`config.mk`:
```
export PLATFORM = sky130hd
export DESIGN_NAME = mem_mdr_ctrl
export DESIGN_NICKNAME = d
export VERILOG_FILES = /design/src/rtl/mem_mdr_ctrl.sv
export SDC_FILE = /design/constraint.sdc
export NUM_CORES = 1
export LEC_CHECK = 0
export CORE_MARGIN = 4
export CORE_UTILIZATION = 42
export DETAILED_ROUTE_END_ITERATION = 8
export GPL_ROUTABILITY_DRIVEN = 0
export PLACE_DENSITY = 0.85
export REMOVE_ABC_BUFFERS = 1
export SLEW_MARGIN = 40
export SYNTH_ARGS = -nofsm -noshare
export SYNTH_HDL_FRONTEND = slang
export SYNTH_SLANG_ARGS = --single-unit
```
`constraint.sdc`:
```
create_clock -name Clk -period 3.55 [get_ports Clk]
set_input_delay 0.5325 -clock Clk [delete_from_list [all_inputs] [get_ports Clk]]
set_output_delay 0.5325 -clock Clk [all_outputs]
set_load 0.1 [all_outputs]
```
`src/rtl/mem_mdr_ctrl.sv`:
```
// MAR/MDR register pair with a fixed-wait-state SRAM read/write sequencer.
// Optional MEM_ACCESS_CNT_EN adds saturating rd_count/wr_count outputs.
module mem_mdr_ctrl #(
    parameter int WAIT_CYCLES = 2,
    parameter int ADDR_W      = 16
) (
    input  logic              Clk,
    input  logic              Reset_n,
    input  logic [15:0]       bus_in,
    input  logic              LD_MAR,
    input  logic              LD_MDR,
    input  logic              MIO_EN,
    input  logic              mem_rd_req,
    input  logic              mem_wr_req,
    input  logic [15:0]       mem_data_in,
    output logic [15:0]       mar_out,
    output logic [15:0]       mdr_out,
    output logic [ADDR_W-1:0] mem_addr,
    output logic [15:0]       mem_data_out,
    output logic              mem_data_oe,
    output logic              mem_ce_n,
    output logic              mem_oe_n,
    output logic              mem_we_n,
    output logic              busy,
    output logic              done
`ifdef MEM_ACCESS_CNT_EN
    ,
    output logic [15:0]       rd_count,
    output logic [15:0]       wr_count
`endif
);

    typedef enum logic [1:0] {
        S_IDLE,
        S_RD,
        S_WR,
        S_DONE
    } state_t;

    localparam logic [3:0] CNT_LOAD = 4'(WAIT_CYCLES - 1);

    state_t      state_q;
    state_t      state_d;
    logic [3:0]  cnt_q;
    logic [15:0] mar_q;
    logic [15:0] mdr_q;
    logic        can_load;
    logic        start;
    logic        last;

    assign can_load = (state_q == S_IDLE) || (state_q == S_DONE);
    assign start    = (state_q == S_IDLE) && (mem_rd_req || mem_wr_req);
    assign last     = (cnt_q == 4'd0);

    // State register
    always_ff @(posedge Clk or negedge Reset_n) begin
        if (!Reset_n) begin
            state_q <= S_IDLE;
        end else begin
            state_q <= state_d;
        end
    end

    // Next-state logic; a read wins over a simultaneous write
    always_comb begin
        state_d = state_q;
        unique case (state_q)
            S_IDLE: begin
                if (mem_rd_req) begin
                    state_d = S_RD;
                end else if (mem_wr_req) begin
                    state_d = S_WR;
                end
            end
            S_RD:   if (last) state_d = S_DONE;
            S_WR:   if (last) state_d = S_DONE;
            S_DONE: state_d = S_IDLE;
            default: state_d = S_IDLE;
        endcase
    end

    // Decoded strobes and status for each state
    always_comb begin
        mem_ce_n    = 1'b1;
        mem_oe_n    = 1'b1;
        mem_we_n    = 1'b1;
        mem_data_oe = 1'b0;
        busy        = 1'b0;
        done        = 1'b0;
        unique case (state_q)
            S_RD: begin
                mem_ce_n = 1'b0;
                mem_oe_n = 1'b0;
                busy     = 1'b1;
            end
            S_WR: begin
                mem_ce_n    = 1'b0;
                mem_we_n    = 1'b0;
                mem_data_oe = 1'b1;
                busy        = 1'b1;
            end
            S_DONE: done = 1'b1;
            default: ;
        endcase
    end

    // Wait-state counter: loaded on accept, counts down during the access
    always_ff @(posedge Clk or negedge Reset_n) begin
        if (!Reset_n) begin
            cnt_q <= 4'd0;
        end else if (start) begin
            cnt_q <= CNT_LOAD;
        end else if (busy && !last) begin
            cnt_q <= cnt_q - 4'd1;
        end
    end

    // MAR loads only when no access is in flight
    always_ff @(posedge Clk or negedge Reset_n) begin
        if (!Reset_n) begin
            mar_q <= 16'h0000;
        end else if (LD_MAR && can_load) begin
            mar_q <= bus_in;
        end
    end

    // MDR: read-data latch on the final RD edge beats a bus load
    always_ff @(posedge Clk or negedge Reset_n) begin
        if (!Reset_n) begin
            mdr_q <= 16'h0000;
        end else if ((state_q == S_RD) && last) begin
            mdr_q <= mem_data_in;
        end else if (LD_MDR && !MIO_EN && can_load) begin
            mdr_q <= bus_in;
        end
    end

`ifdef MEM_ACCESS_CNT_EN
    // Completed-access counters, saturating at all-ones
    always_ff @(posedge Clk or negedge Reset_n) begin
        if (!Reset_n) begin
            rd_count <= 16'h0000;
            wr_count <= 16'h0000;
        end else begin
            if ((state_q == S_RD) && last && (rd_count != 16'hFFFF)) begin
                rd_count <= rd_count + 16'd1;
            end
            if ((state_q == S_WR) && last && (wr_count != 16'hFFFF)) begin
                wr_count <= wr_count + 16'd1;
            end
        end
    end
`endif

    assign mar_out      = mar_q;
    assign mdr_out      = mdr_q;
    assign mem_data_out = mdr_q;
    assign mem_addr     = mar_q[ADDR_W-1:0];

endmodule
```
======== After elaboration in Yosys (flattened, before gate mapping) ========
Index checks and enable logic that the tools add are counted.
cells by class
  add/sub/neg operators ................... 1
  eq/ne operators ......................... 5
  reductions and logical operators ........ 16
  mux-type cells .......................... 14
  multiply operators ...................... 0
  order comparisons ....................... 0
  shifts and indexed selects .............. 0
  div/mod/pow operators ................... 0
  bitwise logic cells ..................... 0
operators by type and width
  kind                                                    number
  2-to-1 mux 16 bit                                       2
  2-to-1 mux 4 bit                                        2
  logical AND 1 bit                                       6
  2-to-1 mux 1 bit                                        6
  2-to-1 mux 2 bit                                        3
  case mux 2 bit (3 select lines)                         1
  == test 2 bit (second input constant)                   2
  logical NOT 4 bit                                       1
  nonzero test 2 bit                                      2
  subtractor 4 x 1 -> 4 bit (second input constant)       1
  inequality test 3 bit (second input constant)           1
  == test 2 x 1 -> 1 bit (second input constant)          1
  logical NOT 1 bit                                       2
  logical NOT 2 bit                                       1
  logical OR 1 bit                                        2
  inequality test 2 x 1 -> 1 bit (second input constant)  1
  AND reduction 2 bit                                     1
  OR reduction 2 bit                                      1
word-level totals
  bits in latches ......................... 0
  memory bits (writable) .................. 0
  memories kept ........................... 0
  ROM bits ................................ 0
  logic and storage cells ................. 40
  bits in registers ....................... 38
  input port bits ......................... 39

======== Longest topological paths before layout ========
  depth after elaboration ................. 6
  mapped depth ............................ 8

======== Worst setup path after synthesis ========
OpenSTA, ideal clock, no wires.
  path type ............................... flip-flop to flip-flop
  start point ............................. register state_q[0]
  end point ............................... register mar_q[10] (netlist: mar_out[10])
  path buffers ............................ 2
  data required time ...................... 3.424 ns
  cell stages (with the launch flop) ...... 8
  library setup time ...................... 0.126 ns
  slack ................................... 0.466 ns
  arrival ................................. 2.958 ns
  clock period less this slack ............ 3.084 ns
  path through ............................ dfrtp_1 inv_1 ha_1 buf_6 inv_1 nand2_1 buf_2 mux2_2
on the way
  longest elaborated chain between the ends .. 3
  elaborated cells between the ends (all ways) .. 4
  classes of those cells .................. 1 x eq/ne; 3 x reduce/logical
RTL lines
  what                                                line  RTL
  from (decl)                                         42    state_t state_q;
  from (signal assigned)                              60    state_q <= state_d;
  == test 2 bit or logical NOT 2 bit (tied branches)  51    assign can_load = (state_q == S_IDLE) || (state_q == S_DONE);
  logical OR 1 bit *                                  51
  logical AND 1 bit *                                 122   end else if (LD_MAR && can_load) begin
  to (signal assigned)                                123   mar_q <= bus_in;
  to (decl)                                           45    logic [15:0] mar_q;
Mark *: on every way between the ends. The rest lies on a longest branch, timed or not.
A chain may end at the register's enable or synchronous reset.

======== Worst setup path in the final report ========
  start point ............................. register state_q[0]
  end point ............................... output mem_ce_n
on the way
  longest elaborated chain between the ends .. 3
  elaborated cells between the ends (all ways) .. 4
  classes of those cells .................. 2 x eq/ne; 1 x mux; 1 x reduce/logical
RTL lines
  what                                                     line  RTL
  == test 2 x 1 -> 1 bit or == test 2 bit (tied branches)  90    unique case (state_q)
  OR reduction 2 bit (no line) *                           -
  2-to-1 mux 1 bit *                                       90
  to (decl)                                                21    output logic mem_ce_n,
Marks and branches as above.

==> results.toml <==
[critical_path]
path_class = "reg -> out"
r2r_end = "mar_out[8]"
end_kind = "output port"
path_max_fanout = 10
cpMaxStageDelayCell = "ha_1"
reg2regPathDepth = 5
r2r_start = "state_q[0]"
path_cells = "inv_1, ha_1, inv_1, buf_4"
r2r_slack_ps = 1300
crit_path_frequent_cell = "inv_1"
cp.required_ps = 3020
max_stage_delay_ps = 430
cp.arrival_ps = 1740
startpoint_type = "register"

[placed_design]
numPlacedInstances = 306
dp_slack_ps = 1290
hpwlAfterDp_mm = 3.41
numPortBuffers = 108

[routing]
post-route-drc-count = 0
drt-total-wl_mm = 4.51
met2_length_mm = 2.28
drt_iter0_drc = 39
wirelength_met1_mm = 1.83
wl_per_cell_um = 14.4
ant_nets = 0
route.met3.wl_um = 339
viasPerCell = 5.00
drt_pass1_iterations = 4
highest_layer = "met4"
vias = 1571

[global_route]
grt_use_total_pct = 15.5
antenna_found_initial = 0
grt.overflow.total = 0
grt_pass1_vias = 1560
grt_pass1_wl_mm = 7.42
grt_max_degree = 39

[synthesis]
synth.distinct_cells = 29
yosys.area.top_type_share_pct = 46.8
synth_area_leaders = "dfrtp_1 (47%), buf_4 (12%), mux2_2 (8.9%)"
syn_avg_cell_area_um2 = 11.1
yosysTopAreaCell = "dfrtp_1"
syn_area_um2 = 2030
yosysSeqAreaShare_pct = 46.8
yosys_warnings = 0
syn_inst = 183
synth_seq_cells = 38

[layout]
nets = 304
num_antenna_cells = 0
multi_input_area_um2 = 753
seqCellArea_um2 = 951
layout-area-overhead-vs-synth_pct = 31.7
drive_above_1_share_pct = 38.8
finish.cell_count_without_fillers = 314
fillers = 399

[timing]
timing.fmax_mhz = 441
rsz0062_at_grt = "false"
tns_ps = 0
finalCriticalPeriod_ps = 2270
hold_viol = 0
setup-violations-final = 0
slew_headroom_pct = 50.6
skew_ps = 9.30
drv_slew = 0
worst_pin_slew_ps = 739
hold_slack_ps = 186
period_share_pct = 63.9
worst_slack_ps = 1280

[die]
core_um2 = 4690
io_pins = 109
num_rows = 25
die_y_um = 77.6
start_util_pct = 43.3
die_area_um2 = 6020
die_w_um = 77.6

[clock_tree]
clkSinkCount = 38
cts-root-buf = "clkbuf_8"
cts_hold_buf = 0
cts_tree = "built"
cts-htree-levels = 2
clk-insertion-delay-late_ps = 290
clk_pin_slew_worst_paths_ps = 80
postCtsSetupRepairBufs = 0
cts_resized = 0
cts_buffer_depth = 2
cts_buffers = 5

[hold_path]
min_path_type = "in -> async"

[run]
cap_violations = 0

[run_status]
status = "finished, final reports clean"
## layout by cell type, fill, tap and decap left out, types with 2 or more instances in the layout
cell type and instances:
mux2_2 16, clkdlybuf4s50_1 37, inv_1 8, clkbuf_8 5, buf_2 66, o21ai_0 7, nor4_1 2, a31o_2 2
nor3b_1 3, dfrtp_1 38, ha_1 6, buf_4 5, nand3_1 2, nand2_1 20, bufinv_16 2, o21ai_1 12
mux2i_1 16
## layout make-up
type	count	area share, %
well taps	54	2.52
inverters	8	1.12
flip-flops and latches	38	35.5
multi-input cells	98	28.1
clock inverters	3	2.57
repair buffers	108	27.6
clock buffers	5	2.57
## stage by stage
stage	area, um^2	util [%]
3_3_place_gp	2870	61.1
2_1_floorplan	1730	-
3_5_place_dp	2540	54.1
6_report	2680	57.1
4_1_cts	2680	57.1
5_1_grt	2680	57.1
## sequential cells by signal (all words and copies together) (netlist names)
signal,count
state_q,2
mar_out,16
mdr_out,16
cnt_q,4
## worst max-delay path by stage
stage / depth (start not counted) / start / end
global placement: 3 / state_q[0] / mem_data_oe
floorplan: 5 / state_q[0] / mar_out[0]
finish: 4 / state_q[0] / mem_ce_n
global route: 5 / state_q[0] / mar_out[9]
CTS: 4 / state_q[0] / mem_ce_n
detailed placement: 5 / state_q[0] / mar_out[8]
## metal layers
metal,vias up,GRT usage [%]
met5,-,0
li1,749,-
met3,6,4.76
met2,58,26.1
met1,758,18.9
met4,0,5.16
## synth_stat cells
cell type and n:
o221a_2 1, o21ai_1 12, nand3_1 2, mux2_2 16, inv_1 8, or3b_4 1, nor4_1 2, a31o_2 2
or3b_2 1, and3b_1 1, buf_2 1, nor3b_1 3, or4b_1 1, buf_6 2, buf_12 1, ha_1 6
o21a_1 1, o22ai_1 1, o21ai_0 7, or3_1 1, nand2_1 20, mux2i_1 16, clkbuf_1 3, a21oi_1 1
a222oi_1 1, dfrtp_1 38, buf_4 32, a211oi_1 1, and4bb_2 1
## critical path: cells and delay by family (launching register included)
kind	cells	cell delay (ps)
buffers and inverters	3	610
DFF	1	420
adders and majority gates	1	430
## kinds of logic (layout without fill, tap and decap cells)
kind of cell,Yosys count,count (layout),synth area share [%]
AO/OA/AOI/OAI,27,27,7.88
adder cells (fa/ha/maj),6,6,3.69
buffers and inverters,47,124,16.2
flip-flops,38,38,46.8
multiplexers,32,32,16.7
AND/OR/NAND/NOR,33,33,8.74
Power is not shown: default switching activity piles up to over one toggle a cycle in this logic, so the estimate is an artifact.
